## config.mk

```make
export PLATFORM = sky130hd
export DESIGN_NAME = rom_fetch_unit
export DESIGN_NICKNAME = d
export VERILOG_FILES = /design/src/rtl/fetch_pkg.sv /design/src/rtl/fetch_fifo.sv /design/src/rtl/rom_fetch_unit.sv
export SDC_FILE = /design/constraint.sdc
export NUM_CORES = 1
export LEC_CHECK = 0
export ABC_AREA = 1
export CORE_ASPECT_RATIO = 1.5
export CORE_MARGIN = 4
export CORE_UTILIZATION = 57
export CTS_BUF_LIST = sky130_fd_sc_hd__clkbuf_2 sky130_fd_sc_hd__clkbuf_4 sky130_fd_sc_hd__clkbuf_8
export CTS_CLUSTER_SIZE = 28
export DETAILED_ROUTE_END_ITERATION = 6
export PLACE_DENSITY_LB_ADDON = 0.2
export SLEW_MARGIN = 20
export SYNTH_ARGS = -nofsm -noshare
export SYNTH_HDL_FRONTEND = slang
export SYNTH_SLANG_ARGS = --single-unit
```

## constraint.sdc

```tcl
create_clock -name clk -period 13.1 [get_ports clk]
set_clock_uncertainty 0.15 [all_clocks]
set_input_delay 2.62 -clock clk [delete_from_list [all_inputs] [get_ports clk]]
set_output_delay 2.62 -clock clk [all_outputs]
set_load 0.01 [all_outputs]
```

## src/rtl/fetch_pkg.sv

```systemverilog
// Shared types and constants for the instruction fetch unit.
// Contents: XLEN, INSTR_BYTES, ALIGN_MASK, fetch_entry_t {pc, instr}.
// Imported by fetch_fifo and rom_fetch_unit.
package fetch_pkg;

  localparam int XLEN        = 32;
  localparam int INSTR_BYTES = 4;

  // Clears the byte-offset bits so every fetch address is word aligned.
  localparam logic [XLEN-1:0] ALIGN_MASK = ~XLEN'(INSTR_BYTES - 1);

  typedef struct packed {
    logic [XLEN-1:0] pc;
    logic [XLEN-1:0] instr;
  } fetch_entry_t;

endpackage

```

## src/rtl/fetch_fifo.sv

```systemverilog
// Synchronous FIFO holding fetched {pc, instr} entries for the decode stage.
// Ports: clk/rst (sync, active high), flush, push/push_data, pop, head, empty, count.
// Latency: a pushed entry is visible at head the cycle after the push; flush empties in one cycle.
module fetch_fifo
  import fetch_pkg::*;
#(
  parameter  int DEPTH = 2,
  localparam int CW    = $clog2(DEPTH + 1)
) (
  input  logic          clk,
  input  logic          rst,
  input  logic          flush,
  input  logic          push,
  input  fetch_entry_t  push_data,
  input  logic          pop,
  output fetch_entry_t  head,
  output logic          empty,
  output logic [CW-1:0] count
);

  localparam int PW = (DEPTH > 1) ? $clog2(DEPTH) : 1;

  fetch_entry_t  mem [DEPTH];
  logic [PW-1:0] wr_ptr;
  logic [PW-1:0] rd_ptr;
  logic          full;
  logic          do_push;
  logic          do_pop;

  // Pointer wrap that also works for non-power-of-two depths.
  function automatic logic [PW-1:0] next_ptr(input logic [PW-1:0] p);
    return (p == PW'(DEPTH - 1)) ? '0 : p + PW'(1);
  endfunction

  always_comb begin
    empty   = (count == '0);
    full    = (count == CW'(DEPTH));
    do_pop  = pop & ~empty;
    // A push into a full FIFO is only accepted when the head leaves in the same cycle.
    do_push = push & (~full | do_pop);
    head    = mem[rd_ptr];
  end

  always_ff @(posedge clk) begin
    if (do_push && !rst && !flush) begin
      mem[wr_ptr] <= push_data;
    end
  end

  always_ff @(posedge clk) begin
    if (rst || flush) begin
      wr_ptr <= '0;
      rd_ptr <= '0;
      count  <= '0;
    end else begin
      if (do_push) wr_ptr <= next_ptr(wr_ptr);
      if (do_pop)  rd_ptr <= next_ptr(rd_ptr);
      if (do_push && !do_pop) begin
        count <= count + CW'(1);
      end else if (!do_push && do_pop) begin
        count <= count - CW'(1);
      end
    end
  end

endmodule

```

## src/rtl/rom_fetch_unit.sv

```systemverilog
// Reader side of a 1-cycle registered instruction ROM; issues word-aligned fetches,
// tracks the single in-flight read and buffers returned words for decode over valid/ready.
// Ports: clk, rst (sync, active high), run, redirect_valid/redirect_addr, rom_addr/rom_en/rom_data,
//        out_valid/out_ready/out_pc/out_instr. Latency: issue in cycle N -> out_valid in N+2.
module rom_fetch_unit
  import fetch_pkg::*;
#(
  parameter logic [31:0] RESET_ADDR = 32'h0000_0000,
  parameter int          FIFO_DEPTH = 2
) (
  input  logic        clk,
  input  logic        rst,
  input  logic        run,
  input  logic        redirect_valid,
  input  logic [31:0] redirect_addr,
  output logic [31:0] rom_addr,
  output logic        rom_en,
  input  logic [31:0] rom_data,
  output logic        out_valid,
  input  logic        out_ready,
  output logic [31:0] out_pc,
  output logic [31:0] out_instr
);

  localparam int               CW       = $clog2(FIFO_DEPTH + 1);
  localparam int               UW       = CW + 1;
  localparam logic [XLEN-1:0]  RESET_PC = RESET_ADDR & ALIGN_MASK;

  logic [XLEN-1:0] pc;
  logic [XLEN-1:0] tag_pc;
  logic            inflight;

  fetch_entry_t    head;
  fetch_entry_t    push_data;
  logic            fifo_empty;
  logic [CW-1:0]   fifo_count;
  logic            pop;
  logic            push;
  logic            issue;
  logic [UW-1:0]   used;

  always_comb begin
    pop  = ~fifo_empty & out_ready;
    // Slots already committed: buffered words plus the read still coming back.
    // The head leaving this cycle frees its slot, which is what lets a
    // two-entry buffer sustain one word per cycle.
    used  = UW'(fifo_count) + UW'(inflight) - UW'(pop);
    issue = ~rst & run & ~redirect_valid & (used < UW'(FIFO_DEPTH));
    // A redirect kills the word returning this cycle: it belongs to the old stream.
    push  = inflight & ~redirect_valid;
    push_data.pc    = tag_pc;
    push_data.instr = rom_data;
  end

  assign rom_en   = issue;
  assign rom_addr = pc;

  always_ff @(posedge clk) begin
    if (rst) begin
      pc       <= RESET_PC;
      tag_pc   <= RESET_PC;
      inflight <= 1'b0;
    end else if (redirect_valid) begin
      pc       <= redirect_addr & ALIGN_MASK;
      inflight <= 1'b0;
    end else if (issue) begin
      pc       <= pc + XLEN'(INSTR_BYTES);
      tag_pc   <= pc;
      inflight <= 1'b1;
    end else begin
      inflight <= 1'b0;
    end
  end

  fetch_fifo #(
    .DEPTH (FIFO_DEPTH)
  ) u_fifo (
    .clk       (clk),
    .rst       (rst),
    .flush     (redirect_valid),
    .push      (push),
    .push_data (push_data),
    .pop       (pop),
    .head      (head),
    .empty     (fifo_empty),
    .count     (fifo_count)
  );

  // Outputs read as zero whenever nothing valid is buffered.
  always_comb begin
    out_valid = ~fifo_empty;
    out_pc    = fifo_empty ? '0 : head.pc;
    out_instr = fifo_empty ? '0 : head.instr;
  end

endmodule

```

* After elaboration in Yosys (flattened, before gate mapping)
Memories as Yosys holds them, arrays and structs flattened. A register that Yosys moved wholly into a read port is not among the register bits.
Cells that the tools add are included.
W data, S select, Z words.
** Word-level totals
- Bits in registers :: 69
- Bits in writable memories :: 128
- Input bits :: 69
- Output and inout bits :: 98
- Memories :: 1
** Operators by class
- $add $sub $neg :: 7
- $lt $le $gt $ge :: 1
- Eq/ne operators :: 1
- Multiplexer cells :: 13
- Bitwise gates (word level) :: 12
- Reduce and logical (&&, ||, !) cells :: 14
** Memories
- u_fifo.mem :: depth 2, width 64, rd ports 1, clocked after Yosys merged registers in 1, write ports 1, line fetch_fifo.sv:23 : fetch_entry_t mem [DEPTH];
** Operator list (count)
- $mux W32 :: 4
- $add A32 B3 Y32 const B :: 1
- $and A1 B1 Y1 :: 7
- $mux W1 :: 7
- $logic_and A1 B1 Y1 :: 4
- $logic_not A1 Y1 :: 4
- $mux W2 :: 2
- $not A1 Y1 :: 4
- $reduce_bool A2 Y1 :: 2
- $add A2 B1 Y3 :: 1
- $lt A3 B2 Y1 const B :: 1
- $sub A3 B1 Y3 :: 1
- $add A1 B1 Y1 const B :: 2
- $add A2 B1 Y2 const B :: 1
- $eq A2 B2 Y1 const B :: 1
- $logic_not A2 Y1 :: 1
- $reduce_and A2 Y1 :: 1
- $reduce_or A2 Y1 :: 1
- $sub A2 B1 Y2 const B :: 1
- $logic_or A1 B1 Y1 :: 1
- $or A1 B1 Y1 :: 1

* Longest topological paths before layout
- Depth in word-level cells :: 10
- Mapped depth :: 17

* Modules after synthesis
Synthesis repeated with hierarchy kept, for this count alone.
** Unflattened totals
- Cells, all modules :: 894
- Area, all modules :: 9038.7 µm²
** Modules (own cells, without submodules)
- fetch_fifo :: instances 1, cells an instance 239, area each 5170.0 µm², sequential area each 3943.8 µm²
- rom_fetch_unit :: instances 1, cells an instance 655, area each 3868.7 µm², sequential area each 1221.2 µm²

* Worst setup path before layout
No wires, ideal clock.
- Path type :: input port to flip-flop
- Start point :: in rst
- End point :: mem u_fifo.mem[0][0] (netlist bit), enable pin
- Setup time :: 558 ps
- Arrival :: 7228 ps
- Required time :: 12392 ps
- Path slack :: 5164 ps
- Stages on the path :: 3
- Path buffers :: 2
- Path through :: buf_6 -> clkbuf_1 -> nor3_1
** On the way
- Word-level cells in the longest chain between the ends :: 5
** RTL lines
- start: declaration :: line rom_fetch_unit.sv:12 : input logic rst,
- $logic_not A1 Y1 :: line fetch_fifo.sv:45 : if (do_push && !rst && !flush) begin
- $logic_and A1 B1 Y1 (2 in a row) :: line fetch_fifo.sv:45
- $mux W1 :: line fetch_fifo.sv:45
- $mux W1 (not written as such) :: line fetch_fifo.sv:46 : mem[wr_ptr] <= push_data;
- end: declaration :: line fetch_fifo.sv:23
No other way between the ends.

* Final worst setup path
- Start point :: in out_ready
- End point :: out rom_en
** On the way
- Word-level cells in the longest chain between the ends :: 4
** RTL lines
- start: declaration :: line rom_fetch_unit.sv:20 : input logic out_ready,
- $and A1 B1 Y1 :: line rom_fetch_unit.sv:43 : pop = ~fifo_empty & out_ready;
- $sub A3 B1 Y3 :: line rom_fetch_unit.sv:47 : used = UW'(fifo_count) + UW'(inflight) - UW'(pop);
- $lt A3 B2 Y1 :: line rom_fetch_unit.sv:48 : issue = ~rst & run & ~redirect_valid & (used < UW'(FIFO_DEPTH));
- $and A1 B1 Y1 :: line rom_fetch_unit.sv:48
- end: declaration :: line rom_fetch_unit.sv:17 : output logic rom_en,
No other way between the ends.

==> results.rst <==
.. list-table::
   :header-rows: 1

   * - Metric
     - Value
   * - Portion of the post-synthesis area used by sequential elements
     - around three fifths
   * - Highest net fanout along the worst path
     - between 40 and 50
   * - Final critical-path setup slack
     - 4.77 ns
   * - Clock power share
     - between 30 and 40%
   * - CTS sink cnt
     - 190
   * - Num rows
     - 53
   * - Floorplan Core Area
     - ~14,000 µm²
   * - Total of max-cap violations
     - 0
   * - EDFF count, synth
     - roughly 120
   * - Width of the chip
     - around 110 µm
   * - Clock tree from TritonCTS
     - yes
   * - Share of power burned in registers
     - between 50% and 60%
   * - Switching power share of the total
     - 23.1%
   * - Timing-limited maximum frequency
     - about 120 MHz
   * - Worst setup path category
     - in -> out
   * - Buffer count from post-CTS setup fixing
     - 0
   * - Ratio of cells with drive above 1 in the final layout
     - approximately 5.8%
   * - Synth Register Bits
     - 190
   * - Netlist area before placement
     - 8280 µm²
   * - Most instantiated flip-flop cell in the synthesis netlist
     - edfxtp_1
   * - Wire length of the first global-routing pass
     - between 20 and 30 mm
   * - Count of placed standard cells in the final layout, fillers left out
     - between 1k and 1.5k
   * - Count of hold buffers inserted by post-cts repair
     - 0
   * - Tot Pwr
     - about 1.1 mW
   * - Warnings, synthesis
     - 0
   * - Iteration count of the initial detailed-routing pass
     - 5
   * - Number of levels the H-tree was split into
     - 4
   * - Min-Delay Path Class
     - reg -> reg
   * - Result of the run
     - completed
   * - Vertical extent of the die
     - approximately 160 µm
   * - Number of distinct standard cells referenced by the synthesized netlist
     - 32
   * - Drc violations
     - 0
   * - Register-to-register path setup slack
     - about 9 ns
   * - Reg-to-Reg End
     - rom_addr[7]
   * - Average cell area after synthesis
     - approximately 9.0 µm²
   * - RD Place Congestion
     - about 0.96
   * - Starting utilization of the core area
     - roughly 60%
   * - Latest clock arrival within the worst-skew pair
     - ~0.44 ns
   * - Average vias per placed instance
     - 5.15
   * - Global-route congestion overflow total
     - 0
   * - Number of diodes added for antenna fixing
     - 0
   * - HP Start
     - tag_pc[10]
   * - Cell count after synthesis
     - a little over 900
   * - Synth-to-layout area growth
     - 25.1%
   * - Post-route fraction of the period consumed by the critical path
     - 63.6%
   * - Data arrival time of the worst path
     - roughly 5.6 ns
   * - Largest net degree at the start of global routing
     - between 60 and 70
   * - Final nets
     - 1,137
   * - Max clock buf depth
     - 2
   * - Via count
     - around 6.5k
   * - Maximum resistive drop on vdd
     - ~0.062 mV
   * - Die area
     - between 15,000 and 20,000 µm²
   * - Total of cells resized after clock tree synthesis
     - 0
   * - Required time of the worst setup path
     - ~10 ns
   * - RSZ-0062 raised after global routing
     - no
   * - Number of cells on the worst hold path
     - 0
   * - Number of nets with antenna violations after routing
     - 0
   * - Endpoint, Worst Hold
     - u_fifo.mem[0][42]
   * - Internal power component
     - about 0.88 mW
   * - Minimum period implied by the final worst setup slack
     - ~8.3 ns
   * - Hold_ws
     - around 0.3 ns
   * - Endpoint kind of the worst setup timing path
     - output port
   * - Clock edge transition at the registers on the reported setup and hold paths
     - about 0.090 ns
   * - Leakage component of the power
     - around 4.0 nW
   * - Number of global-route vias before repair
     - 6,071
   * - Net Switching
     - around 0.27 mW
   * - Remaining max-slew budget at the tightest pin
     - approximately two fifths
   * - Total Wirelength
     - about 18 mm
   * - Final setup fails
     - 0
   * - Count of boundary I/O pins
     - 167
   * - Worst Reg-to-Reg Cells
     - 17
   * - Root buffer cell
     - clkbuf_8
   * - Initial antenna violation count
     - 0
   * - Post-Place Cells
     - 1,237
   * - Clock buffer count from CTS
     - 17
   * - R2r startpoint
     - u_fifo.count[1]
   * - Critical Path Source Type
     - input pin
   * - Wire length per cell
     - ~14 µm
   * - Detailed router's first-iteration violation count
     - between 400 and 500
   * - Proportion of register bits with asynchronous set or reset after synthesis
     - 0%
   * - PwrDens
     - 111 nW/µm²
   * - Aggregate global-route resource usage
     - around 22%
   * - Number of buffers inserted by port buffering
     - between 150 and 200
   * - HPWL after detailed placement
     - around 12 mm
   * - Setup total negative slack
     - 0 ns
   * - Actual transition at the worst max-transition pin
     - 0.927 ns
   * - Combinational share of power
     - around a tenth
   * - Worst setup slack before clock tree synthesis
     - around 4.6 ns
   * - Total count of max-transition violations in the final report
     - 0
   * - Hold violation count in the final report
     - 0
## Yosys cell counts (3+ instances only)
library cell | instances | area (µm²)
a211oi_1 | 4 | 30.0
a21oi_1 | 83 | 415
a31oi_1 | 4 | 25.0
buf_2 | 6 | 30.0
buf_4 | 7 | 52.6
buf_6 | 4 | 45.0
clkbuf_1 | 26 | 97.6
dfxtp_1 | 66 | 1320
edfxtp_1 | 124 | 3720
ha_1 | 3 | 37.5
inv_1 | 89 | 334
nand2_1 | 278 | 1040
nand3_1 | 63 | 315
nor2_1 | 88 | 330
nor2_2 | 4 | 25.0
nor2_4 | 6 | 67.6
nor3_1 | 17 | 85.1
o21ai_0 | 27 | 135
xor2_1 | 3 | 26.3
## stage by stage
| step | util, % | cell area (µm²) |
|---|---|---|
| 4_1_cts | 73.3 | 10400 |
| 5_1_grt | 73.3 | 10300 |
| 6_report | 73.3 | 10300 |
| 2_1_floorplan | - | 8290 |
| 3_3_place_gp | 70.5 | 9960 |
| 3_5_place_dp | 70.5 | 9960 |
## critical path, stage by stage
cell	delay (ns)
clkdlybuf4s50_1	0.47
inv_1	0.05
nor2_1	0.24
ha_1	0.29
inv_1	0.06
nand2_1	0.06
fa_1	0.42
nand2_1	0.09
a21oi_1	0.05
nand2_2	0.08
buf_4	0.50
inv_1	0.12
clkdlybuf4s50_1	0.50
## state kept, by name (all words and copies together), names as in the netlist, named ones only
| signal | count |
|---|---|
| u_fifo.wr_ptr | 1 |
| inflight | 1 |
| tag_pc | 30 |
| u_fifo.mem | 124 |
| u_fifo.count | 2 |
| rom_addr | 30 |
| u_fifo.rd_ptr | 1 |
## final cells by class
type,instances,area (µm²)
tap,192,240
inverter,92,348
fill,1068,3770
timing repair buffer,168,1660
multi-input combinational,595,2670
sequential,190,5050
clock buffer,20,256
clock inverter,12,135
## power by group through the flow
stage,Sequential (mW),Clock (mW),Combinational (mW)
2_1_floorplan,0.678,0,0.0537
3_5_place_dp,0.679,0,0.109
4_1_cts,0.665,0.384,0.110
6_report,0.666,0.374,0.109
5_1_grt,0.668,0.408,0.121
3_3_place_gp,0.679,0,0.107
## cell families (layout without fill, tap and decap cells)
group	after synthesis	in the layout	synth area share (%)
AOI/OAI and AO/OA	123	123	7.83
xor gates and xnor gates	4	4	0.423
adders and majority gates	4	4	0.696
buffers and inverters	138	292	7.18
DFF	190	190	61.0
other	1	4	0.0453
and+or+nand+nor	460	460	22.9
## cells in the final DEF (no fill, tap or decap), drive strengths merged, types with 9 or more instances in the layout
cell and instances:
edfxtp 124, nor2 98, o21ai 27, clkbuf 20
nand3 63, a21oi 83, nor3 17, clkdlybuf4s50 159
inv 94, dfxtp 66, buf 9, nand2 280
## metal layers
| metal | vias to the layer above | wire [µm] | GRT usage [%] |
|---|---|---|---|
| met5 | - | 0 | 0 |
| met4 | 0 | 429 | 7.78 |
| met3 | 24 | 984 | 3.98 |
| met2 | 222 | 9380 | 39.6 |
| met1 | 3010 | 7470 | 27.3 |
| li1 | 3281 | - | - |
## how the worst max path moves through the flow
stage | from | to | slack [ns] | depth (start not counted)
floorplan | rst | u_fifo.mem[0][0] | 5.16 | 3
global placement | redirect_valid | rom_en | 4.66 | 8
detailed placement | redirect_valid | rom_en | 4.61 | 8
CTS | redirect_valid | rom_en | 4.61 | 8
global route | out_ready | rom_en | 4.52 | 13
finish | out_ready | rom_en | 4.77 | 13
Note: power is estimated with default switching activity, not from simulation.
